File: src/rtl/usi_slave_csr.sv
// USI bus slave with pCsrNum R/W CSRs, one RO status word and a drop counter.
// Define USI_CSR_DROPCNT_EN to include the dropped-command counter at index pCsrNum+1.
module usi_slave_csr #(
   parameter logic [7:0]  pBusAdrs = 8'h01,
   parameter int          pCsrNum  = 8,
   parameter logic [31:0] pCsrInit = 32'h0000_0000
) (
   input  logic                     iUsiClk,
   input  logic                     iUsiRst,
   input  logic [31:0]              iSUsiWd,
   input  logic [31:0]              iSUsiAdrs,
   input  logic                     iSUsiWCke,
   output logic [31:0]              oSUsiRd,
   output logic                     oSUsiVd,
   output logic [32*pCsrNum-1:0]    oCsrQ,
   output logic [pCsrNum-1:0]       oCsrWe,
   input  logic [31:0]              iCsrStatus
);

   typedef enum logic [1:0] {IDLE, WR, RD, DONE} state_e;

   localparam logic [15:0] StsIdx = 16'(pCsrNum);

   state_e      state_q, state_d;
   logic [31:0] wd_q, wd_d;
   logic [15:0] idx_q, idx_d;
   logic [31:0] rd_q, rd_d;
   logic [31:0] csr_q [pCsrNum];
   logic [31:0] csr_d [pCsrNum];
   logic [pCsrNum-1:0] we;
   logic [31:0] rdata;
   logic [1:0]  cmd;
   logic        hit;
   logic        unused;

   assign unused = ^iSUsiAdrs[29:24];
   assign cmd    = iSUsiAdrs[31:30];
   // A valid, addressed read or write; accepted in IDLE, dropped otherwise
   assign hit    = iSUsiWCke && (iSUsiAdrs[23:16] == pBusAdrs)
                   && (cmd == 2'd1 || cmd == 2'd2);

`ifdef USI_CSR_DROPCNT_EN
   logic [7:0] drop_q, drop_d;
   logic       clr, drop;

   assign clr  = (state_q == WR) && (idx_q == StsIdx + 16'd1);
   assign drop = hit && (state_q != IDLE);

   always_comb begin
      drop_d = drop_q;
      if (clr)
         drop_d = 8'h00;
      else if (drop && drop_q != 8'hFF)
         drop_d = drop_q + 8'd1;
   end

   always_ff @(posedge iUsiClk) begin
      if (iUsiRst)
         drop_q <= 8'h00;
      else
         drop_q <= drop_d;
   end
`endif

   always_comb begin
      rdata = 32'h0;
      for (int n = 0; n < pCsrNum; n++)
         if (idx_q == 16'(n))
            rdata = csr_q[n];
      if (idx_q == StsIdx)
         rdata = iCsrStatus;
`ifdef USI_CSR_DROPCNT_EN
      if (idx_q == StsIdx + 16'd1)
         rdata = {24'h0, drop_q};
`endif
   end

   always_comb begin
      state_d = state_q;
      wd_d    = wd_q;
      idx_d   = idx_q;
      rd_d    = rd_q;
      csr_d   = csr_q;
      we      = '0;
      unique case (state_q)
         IDLE: begin
            if (hit) begin
               wd_d    = iSUsiWd;
               idx_d   = iSUsiAdrs[15:0];
               state_d = (cmd == 2'd1) ? WR : RD;
            end
         end
         WR: begin
            state_d = DONE;
            for (int n = 0; n < pCsrNum; n++) begin
               if (idx_q == 16'(n)) begin
                  csr_d[n] = wd_q;
                  we[n]    = 1'b1;
               end
            end
         end
         RD: begin
            state_d = DONE;
            rd_d    = rdata;
         end
         DONE: state_d = IDLE;
      endcase
   end

   always_ff @(posedge iUsiClk) begin
      if (iUsiRst) begin
         state_q <= IDLE;
         wd_q    <= 32'h0;
         idx_q   <= 16'h0;
         rd_q    <= 32'h0;
         for (int n = 0; n < pCsrNum; n++)
            csr_q[n] <= pCsrInit;
      end else begin
         state_q <= state_d;
         wd_q    <= wd_d;
         idx_q   <= idx_d;
         rd_q    <= rd_d;
         for (int n = 0; n < pCsrNum; n++)
            csr_q[n] <= csr_d[n];
      end
   end

   // The acceptance cycle already counts as busy, so Vd drops with it
   assign oSUsiVd = iUsiRst || (state_q == IDLE && !hit);
   assign oSUsiRd = iUsiRst ? 32'h0 : rd_q;
   assign oCsrWe  = iUsiRst ? '0 : we;

   for (genvar g = 0; g < pCsrNum; g++) begin : g_q
      assign oCsrQ[32*g +: 32] = csr_q[g];
   end

endmodule

File: config.mk
export PLATFORM = sky130hd
export DESIGN_NAME = usi_slave_csr
export DESIGN_NICKNAME = d
export VERILOG_FILES = /design/src/rtl/usi_slave_csr.sv
export SDC_FILE = /design/constraint.sdc
export NUM_CORES = 1
export LEC_CHECK = 0
export ABC_AREA = 1
export CAP_MARGIN = 20
export CORE_UTILIZATION = 25
export CTS_CLUSTER_SIZE = 24
export DETAILED_ROUTE_END_ITERATION = 16
export PLACE_DENSITY = 0.44
export SETUP_SLACK_MARGIN = 0.4
export SYNTH_ARGS = -nofsm -noshare
export SYNTH_HDL_FRONTEND = slang
export SYNTH_SLANG_ARGS = --single-unit
File: constraint.sdc
create_clock -name iUsiClk -period 2.3 [get_ports iUsiClk]
set_input_delay 0.23 -clock iUsiClk [delete_from_list [all_inputs] [get_ports iUsiClk]]
set_output_delay 0.23 -clock iUsiClk [all_outputs]
set_load 0.02 [all_outputs]
======== After elaboration in Yosys (flattened, before gate mapping) ========
Index checks and enable logic that the tools add are counted.
operators by class
  equality and inequality tests ........... 15
  mux-type cells .......................... 23
  reduce and logical (&&, ||, !) cells .... 18
operator list
  cell                                                                    count
  32-bit 2-to-1 mux                                                       10
  16-bit by 3-bit equality test with 1-bit output, second input constant  4
  16-bit by 2-bit equality test with 1-bit output, second input constant  2
  2-bit AND reduction                                                     9
  16-bit by 1-bit equality test with 1-bit output, second input constant  1
  16-bit by 4-bit equality test with 1-bit output, second input constant  1
  16-bit zero test                                                        1
  8-bit 2-to-1 mux                                                        2
  8-bit by 1-bit equality test with 1-bit output, second input constant   1
  1-bit 2-to-1 mux                                                        8
  2-bit equality test, second input constant                              3
  2-bit one-hot mux with 3 select lines                                   1
  2-bit by 1-bit equality test with 1-bit output, second input constant   2
  2-bit 2-to-1 mux                                                        2
  1-bit logical AND                                                       3
  2-bit zero test                                                         1
  1-bit logical OR                                                        2
  2-bit inequality test, second input constant                            1
  2-bit OR reduction                                                      1
  1-bit zero test                                                         1
storage, ports and cells
  bits in registers ....................... 338
  input bits .............................. 99
  output and inout port bits .............. 297
  logic and storage cells ................. 68

======== Logic depth before layout (Yosys ltp) ========
Gate-level depths: netlist of the first run.
  depth after elaboration ................. 10
  gate-level depth with buffers ........... 13
  gate-level depth less buffers ........... 12

======== Worst setup path after synthesis of the first run ========
OpenSTA, ideal clock, no wires.
  path kind ............................... register to output
  from .................................... register state_q[1]
  to ...................................... output oCsrWe[3]
  arrival ................................. 1707 ps
  data required time ...................... 2070 ps
  slack ................................... 363 ps
  stages on the path, launching flop included .. 6
  buffers on the path ..................... 1
  cell sequence ........................... dfxtp_1 > inv_1 > ha_1 > buf_2 > clkinv_1 > nor4_1
on the way
  longest elaborated chain between the ends .. 3
ends and longest elaborated chain
  what                                            RTL line  source
  start, declared                                 24        state_e state_q, state_d;
  start signal, assigned                          119       state_q <= state_d;
  2-bit by 1-bit equality test with 1-bit output  85        unique case (state_q)
  8-bit 2-to-1 mux                                85
  8-bit 2-to-1 mux                                131       assign oCsrWe = iUsiRst ? '0 : we;
  end, declared                                   16        output logic [pCsrNum-1:0] oCsrWe,
No other way between the ends.

======== Worst setup path in the final report of the first run ========
  from .................................... register idx_q[5]
  to ...................................... output oCsrWe[2]
on the way
  longest elaborated chain between the ends .. 4
ends and longest elaborated chain
  what                                             RTL line  source
  start, declared                                  26        logic [15:0] idx_q, idx_d;
  start signal, assigned                           121       idx_q <= idx_d;
  16-bit by 2-bit equality test with 1-bit output  96        if (idx_q == 16'(n)) begin
  1-bit 2-to-1 mux                                 96
  8-bit 2-to-1 mux                                 85
  8-bit 2-to-1 mux                                 131
No other way between the ends.

==> results of run 1 <==
timing repair:
item                       CTS  global route
pin swaps                   25            31
cloned                       7            12
gates resized for setup    228           274
setup endpoints to repair  261           309
buffers inserted            29            26
sequential cells by signal (all words and copies together) (netlist names):
| register | flops |
|---|---|
| idx_q | 16 |
| rd_q | 32 |
| oCsrQ | 256 |
| wd_q | 32 |
| state_q | 2 |
critical path, cell delays in order, from the launching register on:
cell and delay [ns]:
dfxtp_2 0.32, nor2_2 0.11, nand2_2 0.11, nor3_4 0.22, buf_4 0.15, buf_6 0.08, nand4_1 0.12, nor3_2 0.22
buf_4 0.17
logic make-up after synthesis:
logic type,after synthesis
buffers and inverters,362
adder cells (fa/ha/maj),4
AND/OR/NAND/NOR,610
AO/OA/AOI/OAI,659
flip-flops,338
path summary, 6_finish.rpt:
path / start / end / slack (ns) / depth (start not counted)
worst max-delay path: idx_q[5] / oCsrWe[2] / 0.009 / 8
worst min-delay path: iUsiRst / oCsrQ[29] / 0.14 / 2
worst max register to register: idx_q[4] / rd_q[17] / 0.09 / 14
worst min register to register: idx_q[14] / idx_q[14] / 0.44 / 2
power by group through the flow:
stage	clock network (mW)	registers [mW]	logic, mW
final	6.95	5.89	1.06
after floorplan	0	6.02	0.426
after global routing	7.31	5.89	1.14
after detailed placement	0	6.02	0.947
after global placement	0	6.02	0.944
after CTS	7.10	5.89	1.00
area by class of cell:
| class | instances | area share |
|---|---|---|
| sequential | 338 | 0.292 |
| clock buffer | 61 | 0.0552 |
| clock inverter | 16 | 0.00720 |
| inverter | 208 | 0.0358 |
| timing repair buffer | 545 | 0.261 |
| multi-input combinational | 1273 | 0.308 |
| tap | 756 | 0.0406 |
routing by layer:
metal	vias up	track usage
met4	0	0.0717
met3	87	0.0418
met5	-	0
met1	7521	0.295
li1	7564	-
met2	489	0.365
layout by cell type (no fill, tap or decap), types with 3 or more instances in the layout:
cell,count
o22ai_4,3
nand2_4,15
a31oi_1,134
nand3_2,9
a21oi_2,15
clkbuf_1,6
buf_8,10
nand2_1,242
nand2_2,31
nor2_4,13
inv_4,3
buf_16,6
nor3_1,4
a21oi_1,220
dfxtp_2,12
clkbuf_8,10
nand2_8,3
nor2_2,30
buf_4,64
clkinv_2,9
nand4_1,31
ha_4,3
dlygate4sd2_1,8
o21ai_0,101
buf_12,41
clkbuf_16,56
clkinv_4,4
clkdlybuf4s50_1,368
o21ai_2,72
inv_1,186
nor4_4,5
o21ai_1,106
nand3_1,97
nor2_1,116
buf_6,34
dfxtp_1,324
bufinv_16,3
nor3_4,3
inv_2,13
==> impl_metrics.ini, run 1 <==
[outcome]
status = finished clean

[die]
rows = 87
die_x_um = 242
core_area_um2 = 56700
io_pins = 396
initial_core_util = 0.255
design.die.area_um2 = 58700
fp.dieH_um = 242

[logic_synthesis]
synth.most_common_cell = dfxtp_1
synthSimpleGateAreaFrac = 0.185
yosysTopAreaCellShare = 0.469
ys_ff_latch = 338
synth_cell_type_count = 32
synth_top_cell_by_area = dfxtp_1
ys_seq_area_frac = 0.469
synth_area_per_cell_um2 = 7.32
syn_nets = 2076
ys.flop_type = dfxtp_1
synthMuxAreaShare = 0
ys_top_cells_by_area = dfxtp_1 (47%), a21oi_1 (8.1%), nand2_1 (7.4%)
synth_area_um2 = 14400
synth_fa_ha_area_frac = 0.00347
synth_xor_area_frac = 0
synth-edff-count = 0
synth_top_family_by_area = compound AO/OA/AOI/OAI gates
yosysWarnings = 0
synth_common_cells = dfxtp_1 (338), nand2_1 (285), a21oi_1 (235)
async_reset_ff_frac = 0
synth_compound_area_frac = 0.241
syn_inst = 1973

[global_routing]
antenna_found_initial = 0
overflow = 0
grt_use_total = 0.223
grt_max_degree = 89
grt_pass1_vias = 15092
grt_pass1_wl_um = 99200

[pwr]
p_seq_frac = 0.424
power.switching_mw = 3.41
clkPwrFrac = 0.500
peakVddDrop_mv = 0.405
power_density_nw_per_um2 = 597
power_mw = 13.9
leakage_nw = 8.42
p_int_mw = 10.5
combPwrFrac = 0.076
switching_share = 0.246

[cells_and_area]
n_fill_cell = 5812
insertedDiodeCount = 0
multi_input_area_um2 = 7180
area_delta_synth_final_pct = 61.2
layout-drive-gt1-share = 0.202
final_nets = 2511
fin_area_um2 = 23300
final_util = 0.411
layoutNonFillerInstCount = 3197
seq_area_um2 = 6790

[placement]
post_dp_cell_area_um2 = 19500
placed_cells = 3046
io_buffer_count = 389
hpwl_um = 46500
gp_congestion = 0.832
dpl_worst_slack_ns = -0.124

[route]
vias = 15661
top_layer = met4
detail_route.iter0.violations = 1033
drtAntennaViolNets = 0
firstDrtPassIters = 5
post_drt_via_cell_ratio = 4.90
wirelength_um = 71100
met2_length_um = 33700
wl_met3_um = 3820
m1WireLength_um = 31900
wl_per_cell_um = 22.2
drc = 0

[clock_tree]
cts_buffer_depth = 3
cts_made_buffers = 42
cts_root_buf = clkbuf_16
clk_pin_slew_ns = 0.06
cts_tree = done
hold_buffers = 0
clkLatencyLatePin_ns = 0.57
htreeDepth = 2
cts_num_sinks = 338

[timing]
worst_slack_ns = 0.00941
tightest_slew_ns = 0.569
hold_ws_ns = 0.136
grt_setup_unrepaired = true
clock-skew-final_ns = 0.0170
fmax_ghz = 0.437
setup_violations = 0
finalMaxSlewViolations = 0
period_minus_slack_ns = 2.29
slew_headroom = 0.621
fin_crit_sh = 0.996
hold_viol_final = 0
final.setup.tns_ns = 0

[worst_setup_path]
cp.arrival_ns = 2.06
worst_ep_required_time_ns = 2.07
cp-start-kind = flip-flop
crit_fanout = 4
worstSetupPathType = reg -> out
crit_path_end_kind = output port

[min_path]
holdCritPathClass = in -> reg

[run]
maxCapViolCount = 0
No activity file was read; power rests on OpenSTA's default activity.
==> inputs of run 2 (changes only) <==
Settings changed: PLACE_DENSITY 0.44 to 0.49.
==> impl_metrics.ini, run 2 (synthesis gave the netlist of run 1 again) <==
[outcome]
status = finished clean

[cells_and_area]
largest_reg_flops = 256
layout-drive-gt1-share = 0.220
area_delta_synth_final_pct = 64.7
layout_commonest_cell = clkdlybuf4s50_1
fin_area_um2 = 23800
layoutNonFillerInstCount = 3190
final_nets = 2510
insertedDiodeCount = 0
n_fill_cell = 5598
final_cell_mix = clkdlybuf4s50_1 (371), dfxtp_1 (327), nand2_1 (253)
final_util = 0.419

[timing]
final.setup.tns_ns = 0
grt_setup_unrepaired = true
hold_viol_final = 0
fmax_ghz = 0.446
slew_headroom = 0.617
fin_crit_sh = 0.975
clock-skew-final_ns = 0.0171
setup_violations = 0
period_minus_slack_ns = 2.24
tightest_slew_ns = 0.575
finalMaxSlewViolations = 0

[route]
drtAntennaViolNets = 0
vias = 16038
firstDrtPassIters = 6
drc = 0
wirelength_um = 73500
detail_route.iter0.violations = 1142
post_drt_via_cell_ratio = 5.03
wl_per_cell_um = 23.0

[die]
design.die.area_um2 = 58700
fp.dieH_um = 242
rows = 87
io_pins = 396
die_x_um = 242
core_area_um2 = 56700
initial_core_util = 0.255

[global_routing]
grt_use_total = 0.229
grt_pass1_wl_um = 101000
grt_max_degree = 97
grt_pass1_vias = 15165
antenna_found_initial = 1
overflow = 0

[pwr]
p_seq_frac = 0.436
leakage_nw = 8.39
combPwrFrac = 0.083
peakVddDrop_mv = 0.396
power_mw = 13.5
power.switching_mw = 3.35
p_int_mw = 10.2
clkPwrFrac = 0.481
power_density_nw_per_um2 = 569
switching_share = 0.248

[clock_tree]
clkLatencyLatePin_ns = 0.56
cts_buffer_depth = 3
cts_num_sinks = 338
cts_made_buffers = 40
cts_tree = done
hold_buffers = 0
cts_root_buf = clkbuf_16
clk_pin_slew_ns = 0.06
htreeDepth = 2

[worst_setup_path]
crit_fanout = 6
reg2reg_to = oCsrQ[250]
r2r_start = idx_q[13]
worst_ep_required_time_ns = 2.07
crit_path_end_kind = output port
cp-startpoint = idx_q[5]
rrSetupSlack_ns = 0.16
cp-start-kind = flip-flop
worstSetupPathType = reg -> out
reg2regPathDepth = 12
cp.arrival_ns = 2.01

[placement]
placed_cells = 3043
post_dp_cell_area_um2 = 19500
gp_congestion = 0.862
io_buffer_count = 389
hpwl_um = 46100

[min_path]
min_path_cells = 2
hp-start = iUsiRst
min_to = rd_q[20]
holdCritPathClass = in -> reg

[run]
maxCapViolCount = 0
-- run 2: cell types whose count changed in the layout (fill, tap and decap cells not counted), moves of 6 or more --
cell | previous run | this run
o21ai_1 | 106 | 61
o21ai_2 | 72 | 113
buf_12 | 41 | 55
nand3_1 | 97 | 83
nand3_2 | 9 | 21
buf_6 | 34 | 23
nand2_1 | 242 | 253
nand2_4 | 15 | 4
buf_4 | 64 | 55
buf_16 | 6 | 13
o21ai_4 | 2 | 9
nor2_2 | 30 | 24
-- run 2: worst max path at each step --
stage | endpoint | cells after the start
floorplan | oCsrWe[3] | 5
global placement | oSUsiVd | 7
detailed placement | oSUsiVd | 7
CTS | oCsrWe[6] | 8
global route | oCsrWe[0] | 11
finish | oCsrWe[0] | 11
-- run 2: power groups by stage --
stage	Sequential, mW	Clock [mW]	Combinational (mW)
2_1_floorplan	6.02	0	0.426
3_3_place_gp	6.02	0	0.939
3_5_place_dp	6.02	0	0.945
4_1_cts	5.89	6.63	1.02
5_1_grt	5.89	6.86	1.19
6_report	5.89	6.51	1.12
-- run 2: repair_timing --
action	4_1_cts	5_1_grt
resized for setup	240	336
buffers inserted	29	23
pin swaps	27	81
cloned	13	13
endpoints found under the setup margin	235	336
-- run 2: layout make-up --
| cell class | instances | area [um^2] | area share |
|---|---|---|---|
| well taps | 756 | 946 | 0.0398 |
| flip-flops and latches | 338 | 6780 | 0.285 |
| repair buffers | 546 | 6410 | 0.270 |
| clock buffers | 58 | 1180 | 0.0496 |
| multi-input cells | 1273 | 7510 | 0.316 |
| inverters | 208 | 827 | 0.0348 |
| clock inverters | 11 | 133 | 0.00558 |
-- run 2: layer usage --
layer / share of wire / GRT usage / up-vias
met5: 0.00019 / 0 / -
met4: 0.027 / 0.0761 / 2
met3: 0.066 / 0.0472 / 113
met2: 0.47 / 0.375 / 639
met1: 0.43 / 0.299 / 7717
li1: - / - / 7567
-- run 2: per-stage QoR --
stage          hold WS [ns]  worst slack [ns]
4_1_cts               0.127           -0.0382
6_report              0.160            0.0565
5_1_grt               0.181           -0.0138
2_1_floorplan         0.423             0.363
3_3_place_gp          0.432            -0.206
3_5_place_dp          0.438            -0.135
-- run 2: critical path: stages, from the launching register on --
cell and delay (ns):
dfxtp_2 0.32, nor2_1 0.10, nand2_1 0.09, buf_12 0.15, buf_6 0.11, buf_6 0.11, nor2_4 0.16, nand2_4 0.07
inv_4 0.07, nand2_4 0.06, nor2_4 0.09, buf_6 0.13
